--- src/rtl/jtag_unlock_ctrl.sv ---
// Serial key-check controller feeding the JTAG lock register.
// Shifts a key in MSB first, unlocks only on an exact match, and enforces a timed lockout after repeated failures.
module jtag_unlock_ctrl #(
    parameter int               KEY_W          = 32,
    parameter logic [KEY_W-1:0] KEY            = 32'hA5C3_5A3C,
    parameter int               MAX_TRIES      = 3,
    parameter int               LOCKOUT_CYCLES = 1024
) (
    input  logic                               clk,
    input  logic                               resetn,
    input  logic                               d,
    input  logic                               en,
    input  logic                               relock,
    output logic                               lock_jtag_status,
    output logic                               lockout,
    output logic                               busy,
    output logic [$clog2(MAX_TRIES+1)-1:0]     fail_count
);

    localparam int BW = $clog2(KEY_W);
    localparam int FW = $clog2(MAX_TRIES + 1);
    localparam int TW = $clog2(LOCKOUT_CYCLES);

    typedef enum logic [1:0] {
        S_LOCKED,
        S_CHECK,
        S_UNLOCKED,
        S_LOCKOUT
    } state_t;

    state_t           state, state_n;
    logic [KEY_W-1:0] shreg, shreg_n;
    logic [BW-1:0]    bit_cnt, bit_cnt_n;
    logic [TW-1:0]    timer, timer_n;
    logic [FW-1:0]    fail_n;

    // NOTE: every next-value signal gets a default before the case so no path leaves it unassigned (no latches).
    always_comb begin
        state_n   = state;
        shreg_n   = shreg;
        bit_cnt_n = bit_cnt;
        timer_n   = timer;
        fail_n    = fail_count;

        case (state)
            S_LOCKED: begin
                if (relock) begin
                    shreg_n   = '0;
                    bit_cnt_n = '0;
                end else if (en) begin
                    shreg_n = {shreg[KEY_W-2:0], d};
                    if (bit_cnt == BW'(KEY_W - 1)) begin
                        bit_cnt_n = '0;
                        state_n   = S_CHECK;
                    end else begin
                        bit_cnt_n = bit_cnt + 1'b1;
                    end
                end
            end

            S_CHECK: begin
                shreg_n = '0;
                if (shreg == KEY) begin
                    fail_n  = '0;
                    state_n = S_UNLOCKED;
                end else if (int'(fail_count) + 1 < MAX_TRIES) begin
                    fail_n  = fail_count + 1'b1;
                    state_n = S_LOCKED;
                end else begin
                    fail_n  = FW'(MAX_TRIES);
                    timer_n = TW'(LOCKOUT_CYCLES - 1);
                    state_n = S_LOCKOUT;
                end
            end

            S_UNLOCKED: begin
                shreg_n = '0;
                if (relock) begin
                    state_n = S_LOCKED;
                end
            end

            S_LOCKOUT: begin
                if (timer == '0) begin
                    fail_n  = '0;
                    state_n = S_LOCKED;
                end else begin
                    timer_n = timer - 1'b1;
                end
            end

            default: state_n = S_LOCKED;
        endcase
    end

    // Status outputs are registered from the next state so they change together with it and never glitch.
    // NOTE: sequential state uses non-blocking assignments so every register samples pre-edge values.
    always_ff @(posedge clk) begin
        if (!resetn) begin
            state            <= S_LOCKED;
            shreg            <= '0;
            bit_cnt          <= '0;
            timer            <= '0;
            fail_count       <= '0;
            lock_jtag_status <= 1'b1;
            lockout          <= 1'b0;
            busy             <= 1'b0;
        end else begin
            state            <= state_n;
            shreg            <= shreg_n;
            bit_cnt          <= bit_cnt_n;
            timer            <= timer_n;
            fail_count       <= fail_n;
            lock_jtag_status <= (state_n != S_UNLOCKED);
            lockout          <= (state_n == S_LOCKOUT);
            busy             <= (state_n == S_CHECK);
        end
    end

endmodule

--- config.mk ---
export PLATFORM = sky130hd
export DESIGN_NAME = jtag_unlock_ctrl
export DESIGN_NICKNAME = d
export VERILOG_FILES = /design/src/rtl/jtag_unlock_ctrl.sv
export SDC_FILE = /design/constraint.sdc
export NUM_CORES = 1
export LEC_CHECK = 0
export BUFFER_PORTS_ARGS = -buffer_cell sky130_fd_sc_hd__buf_2
export CAP_MARGIN = 20
export CORE_UTILIZATION = 31
export CTS_CLUSTER_SIZE = 20
export DETAILED_ROUTE_END_ITERATION = 6
export GPL_ROUTABILITY_DRIVEN = 0
export HOLD_SLACK_MARGIN = 0.12
export MAX_ROUTING_LAYER = met4
export PLACE_DENSITY = 0.52
export SYNTH_ARGS = -nofsm -noshare
export SYNTH_HDL_FRONTEND = slang
export SYNTH_SLANG_ARGS = --single-unit
--- constraint.sdc ---
create_clock -name clk -period 4.74 [get_ports clk]
set_input_delay 0.237 -clock clk [delete_from_list [all_inputs] [get_ports clk]]
set_output_delay 0.237 -clock clk [all_outputs]
set_load 0.1 [all_outputs]
* Yosys cells after proc, flatten, opt, wreduce, memory -nomap -nowiden
Index checks and enable logic that the tools add are counted.
** Word-level totals
- Register bits :: 54
- Output and inout bits :: 5
** Cells by class
- Add/subtract/negate cells :: 4
- Magnitude comparators :: 1
- Reduce and logical (&&, ||, !) cells :: 10
- Equality and inequality tests :: 13
- Multiplexer cells :: 22
** Operator list (count)
- two-way mux 32 bit :: 2
- case mux 32 bit (2 select lines) :: 1
- == test 32 bit (second input constant) :: 1
- two-way mux 10 bit :: 3
- two-way mux 2 bit :: 10
- case mux 10 bit (2 select lines) :: 1
- two-way mux 5 bit :: 3
- zero test 10 bit :: 1
- != test 2 bit (second input constant) :: 5
- subtractor 10 x 1 -> 10 bit (second input constant) :: 1
- case mux 2 bit (4 select lines) :: 1
- == test 2 bit (second input constant) :: 3
- AND reduction 2 bit :: 3
- nonzero test 2 bit :: 3
- adder 5 x 1 -> 5 bit (second input constant) :: 1
- == test 5 bit (second input constant) :: 1
- == test 2 x 1 -> 1 bit (second input constant) :: 2
- case mux 2 bit (2 select lines) :: 1
- AND reduction 4 bit :: 1
- adder 2 x 1 -> 3 bit (second input constant) :: 1
- < comparator 3 x 2 -> 1 bit (second input constant) :: 1
- != test 3 bit (second input constant) :: 1
- adder 2 x 1 -> 2 bit (second input constant) :: 1
- zero test 2 bit :: 1
- OR reduction 2 bit :: 1

* Depth between registers and ports, before layout
- Word-level depth :: 6
- Mapped depth :: 8

* Worst setup path after synthesis
OpenSTA, ideal clock, no wires.
- Kind :: register -> register
- From :: reg fail_count[1]
- To :: reg timer[5]
- Required time :: 4.666 ns
- Stages on the path, launching flop included :: 7
- Arrival time :: 2.516 ns
- Path slack :: 2.149 ns
- Cell sequence :: dfxtp_1 > inv_1 > nor2_1 > a21boi_2 > a32oi_2 > or4b_2 > a31oi_1
** Between the ends
- Word-level cells in the longest chain between the ends :: 4
** RTL lines
- start: declaration :: line 17 : output logic [$clog2(MAX_TRIES+1)-1:0] fail_count
- start signal: assignment :: line 113 : fail_count <= fail_n;
- adder 2 x 1 -> 3 bit :: line 66 : end else if (int'(fail_count) + 1 < MAX_TRIES) begin
- < comparator 3 x 2 -> 1 bit :: line 66
- != test 2 bit (no line)
- AND reduction 4 bit (no line)
- end signal: assignment :: line 112 : timer <= timer_n;
- end: declaration :: line 34 : logic [TW-1:0] timer, timer_n;
Every way passes these cells.
A chain may end at the register's enable or synchronous reset.

* Worst setup path in the final report
- From :: reg timer[0]
- To :: reg timer[2]
** Between the ends
- Word-level cells in the longest chain between the ends :: 3
- Elaborated cells on any way between the ends :: 6
- Classes of those cells :: add/sub: 1; eq/ne: 1; mux: 2; reduce/logical: 2
** RTL lines (line)
- subtractor 10 x 1 -> 10 bit / zero test 10 bit (equally long branches) :: 88, 84
- two-way mux 10 bit / != test 2 bit (equally long branches)
- case mux 10 bit (2 select lines) / AND reduction 4 bit (equally long branches)
Parallel ways exist; a longest one is shown, timed or not. The select of a mux whose other input is x is not followed.

==> summary by stage <==
Final layout
The share of post-route cells with drive strength above 1 is 12.4%. Cells fill 35.7% of the core in the end. In the final design database the tool counted 311 nets. The area growth from synthesis to layout is 10.9%.

Counting the fill cells in the layout gives 832. 0 antenna diodes ended up in the layout.

GRT
The via count of the first global-routing pass was 1995. The overall track demand over capacity in global routing is 13.6%. The global routing usage on met1 is 16.1%. The total congestion overflow is 0. The peak-usage layer in the global routing report is met2. The global-route wire length before repair is 8910 um.

Global routing used 22.4% of the available met2 tracks. The number of antenna violations at the first check in global routing was 0. The met3 usage in global routing is 3.02%. The largest net degree at the start of global routing is 49.

Synth
The flip-flop cell with the highest count after synthesis is dfxtp_1. The mean instance size in the synthesized netlist is 8.52 um2. The number of enable flip-flop cells after synthesis is 0.

The area fraction in compound gates after synthesis is 20.3%. Of the synthesized area, sequential elements account for 43.4%. The synthesized instance count is 292.

The number of nets in the synthesized netlist is 306. Ranked by total cell area, the synthesized netlist is headed by dfxtp_1 (43%), a21oi_1 (7.8%), nand3_1 (6.8%). The mux share of post-synthesis cell area is 0.402%.

The fraction of the mapped netlist area in simple logic gates is 26.6%. Of the post-synthesis cell area, the dominant cell type holds 43.4%. The most common cell in the synthesized netlist is dfxtp_1. The yosys synthesis warning count is 0. Of all flip-flops after synthesis, the portion carrying an async set or reset was 0%. Ranked by instance count, the synthesized netlist is headed by dfxtp_1 (54), nand2_1 (40), a21oi_1 (39). The cell area after technology mapping is 0.00249 mm2.

By area, the combinational part of the netlist is dominated by simple AND/OR/NAND/NOR gates. The XOR/XNOR share of the synthesized area is 0.352%. The number of flip-flops and latches in the synthesized netlist is 54.

The synthesized netlist contains 49 unique library cells. Of all cell types, the one taking the most synthesized area is dfxtp_1. Summing the areas of all fa, ha and maj instances in the mapped netlist gives 4.52% of the synthesized area.

Clocking
The root cell of the clock tree is clkbuf_8. Counting along the longest clock path gives a buffer depth of 2. The number of gates given a new drive strength after cts is 0. The total CTS buffers is 5. The H-tree was split into 2 levels.

Hold repair after CTS inserted 0 buffers. The TritonCTS clock tree is built. Once the clock tree was built, the setup fixing pass inserted 0 buffers. The clock-pin slew on the worst setup and hold paths is 110 ps. Counting every sink on the clock net gives 54.

Clock latency on the worst-skew pair, taken at its later pin, is 320 ps.

Route
In the routed design, unresolved DRC markers number 0. In the routed layout, each cell is associated on average with a via count of 5.17. The detailed router finished its first iteration with 94 violations.

In this run the remaining antenna-violating nets after routing total 0. The number of optimization iterations in the first detailed-route pass is 4. Detailed routing inserted a total of 2068 vias.

In the final routed layout, each cell accounts on average for 12.9 um. The final layout contains routed wiring with a total length of 5140 um.

STA
The max-slew violation count came to 0. Headroom to the max-slew limit came out at 53.7%. The post-route clock period utilization is 54.0%. The final number of hold-violating endpoints is 0.

For the pin with the worst max-slew slack, the measured transition is 685 ps. Setup violations remaining at the end of the flow were counted as 0. Across all setup checks in the final design, the least slack found is 2180 ps. The final clock skew is 10.8 ps.

The highest clock frequency the design can meet is 0.391 GHz. Setup repair after global routing left no endpoint under its margin. After layout, the minimum clock period comes to 2560 ps. The worst slack on hold paths is 165 ps. Adding up every negative setup slack in the final design gives 0 ps.

Worst setup path
Of all nets on the critical path, the largest fanout is 6. The critical path goes through inv_1, ha_1, nor4b_1, nand4_1, and3_1, a31oi_2, nor3_1, o31a_1. The largest single stage delay on the critical path is 570 ps. The setup check on the worst reg-to-reg path leaves a slack of 2180 ps.

The arrival time of data at the critical path endpoint is 2780 ps. The slowest cell on the critical path is nor4b_1. The most critical setup path has its startpoint at timer[0]. The kind of critical path is reg -> reg. The worst register-to-register path begins at timer[0].

The worst setup path is captured at a flop. In this run the critical register-to-register path is captured at timer[2]. STA classifies the critical path startpoint as a flop.

Following the worst setup path forward leads to its endpoint at timer[2]. The number of cells on the worst reg-to-reg path is 8. At the worst endpoint, the required time is 4960 ps.

Floorplanning
For this configuration, the core starts out at a cell density of 32.2%. The vertical extent of the die is 91.6 um. The overall die width is 91.6 um. The area of the die is 0.00839 mm2.

In this run the count of I/O pins placed on the die edge is 10. The initialized floorplan defines 32 standard-cell rows. The core region is 0.00773 mm2.

Power
The worst-case IR drop observed on VDD is 106 uV. The power per standard cell area is 278 mW/mm2. The leakage power figure is 0.930 nW. The total design power is 0.000767 W.

Status
The run finished with clean final reports.

Placed design
In this run the tool buffered the top-level ports with 9 buffer cells. The detailed placer's ending HPWL is 3340 um. Prior to clock tree synthesis, the placed netlist has a worst setup slack of 2200 ps.

Flow run
The reported max-cap violation count is 0.

Worst hold path
The min-delay analysis places its worst path in the category in -> reg.
-- placed cells by master (no fill, tap or decap), types with 2 or more instances in the layout --
master / n
o31a_1: 4
and3_1: 2
inv_1: 14
a21oi_1: 39
nand3_1: 34
nor3_1: 7
nand4b_1: 3
clkbuf_8: 5
o21ai_0: 7
or3_1: 2
a31oi_1: 5
buf_2: 9
clkinv_4: 2
nor2_1: 11
o21a_1: 4
nor3b_1: 2
ha_1: 9
dfxtp_1: 54
or4b_4: 2
nand2_1: 40
a211oi_1: 2
nor4_4: 2
a21boi_0: 3
nand4_1: 3
buf_4: 3
-- how the worst min path moves through the flow --
stage | startpoint | end | slack (ps) | cells after the start
finish | d | shreg[0] | 170 | 3
global route | d | shreg[0] | 160 | 3
CTS | d | shreg[0] | 160 | 3
detailed placement | shreg[31] | shreg[31] | 450 | 2
global placement | shreg[31] | shreg[31] | 440 | 2
floorplan | resetn | timer[2] | 360 | 1
-- power by group --
group          switching [W]  internal (W)  leakage, nW
combinational      0.0000250    0.00000881        0.445
clock               0.000167      0.000110       0.0502
sequential        0.00000147      0.000455        0.435
-- critical path, delay by kind of cell (launching register included) --
family          cells  cell delay [ps]
simple gates        4             1280
compound gates      2              560
flops               1              340
fa+ha+maj           1              160
buf+inv             1              110
-- stage by stage --
stage,cell area [um2],std cells
3_5_place_dp,2630,391
4_1_cts,2730,399
3_3_place_gp,2630,391
2_1_floorplan,2490,292
5_1_grt,2760,400
6_report,2760,400
-- registers in the layout, indices dropped and copies added, names as in the netlist --
signal            flops
lock_jtag_status      1
fail_count            2
state                 2
lockout               1
shreg                32
timer                10
bit_cnt               5
busy                  1
-- cell type report --
type / instances / area [um2] / area share (%)
Clock buffer: 5 / 68.8 / 2.49
Inverter: 14 / 52.6 / 1.90
Multi-Input combinational cell: 209 / 1310 / 47.3
Tap cell: 102 / 128 / 4.63
Sequential cell: 54 / 1080 / 39.2
Timing Repair Buffer: 13 / 95.1 / 3.45
Clock inverter: 3 / 28.8 / 1.04
-- metal layers --
layer | vias up | wire length (um) | part of all wire (%)
li1 | 1059 | - | -
met1 | 977 | 2590 | 50
met2 | 24 | 2350 | 46
met3 | 8 | 125 | 2.4
met4 | 0 | 83 | 1.6
met5 | - | 0 | 0
-- kinds of logic after synthesis --
kind of cell    after synthesis
mux                           1
flops                        54
fa+ha+maj                     9
compound gates               78
xor+xnor                      1
simple gates                120
buf+inv                      29
No activity file was read; power rests on OpenSTA's default activity.
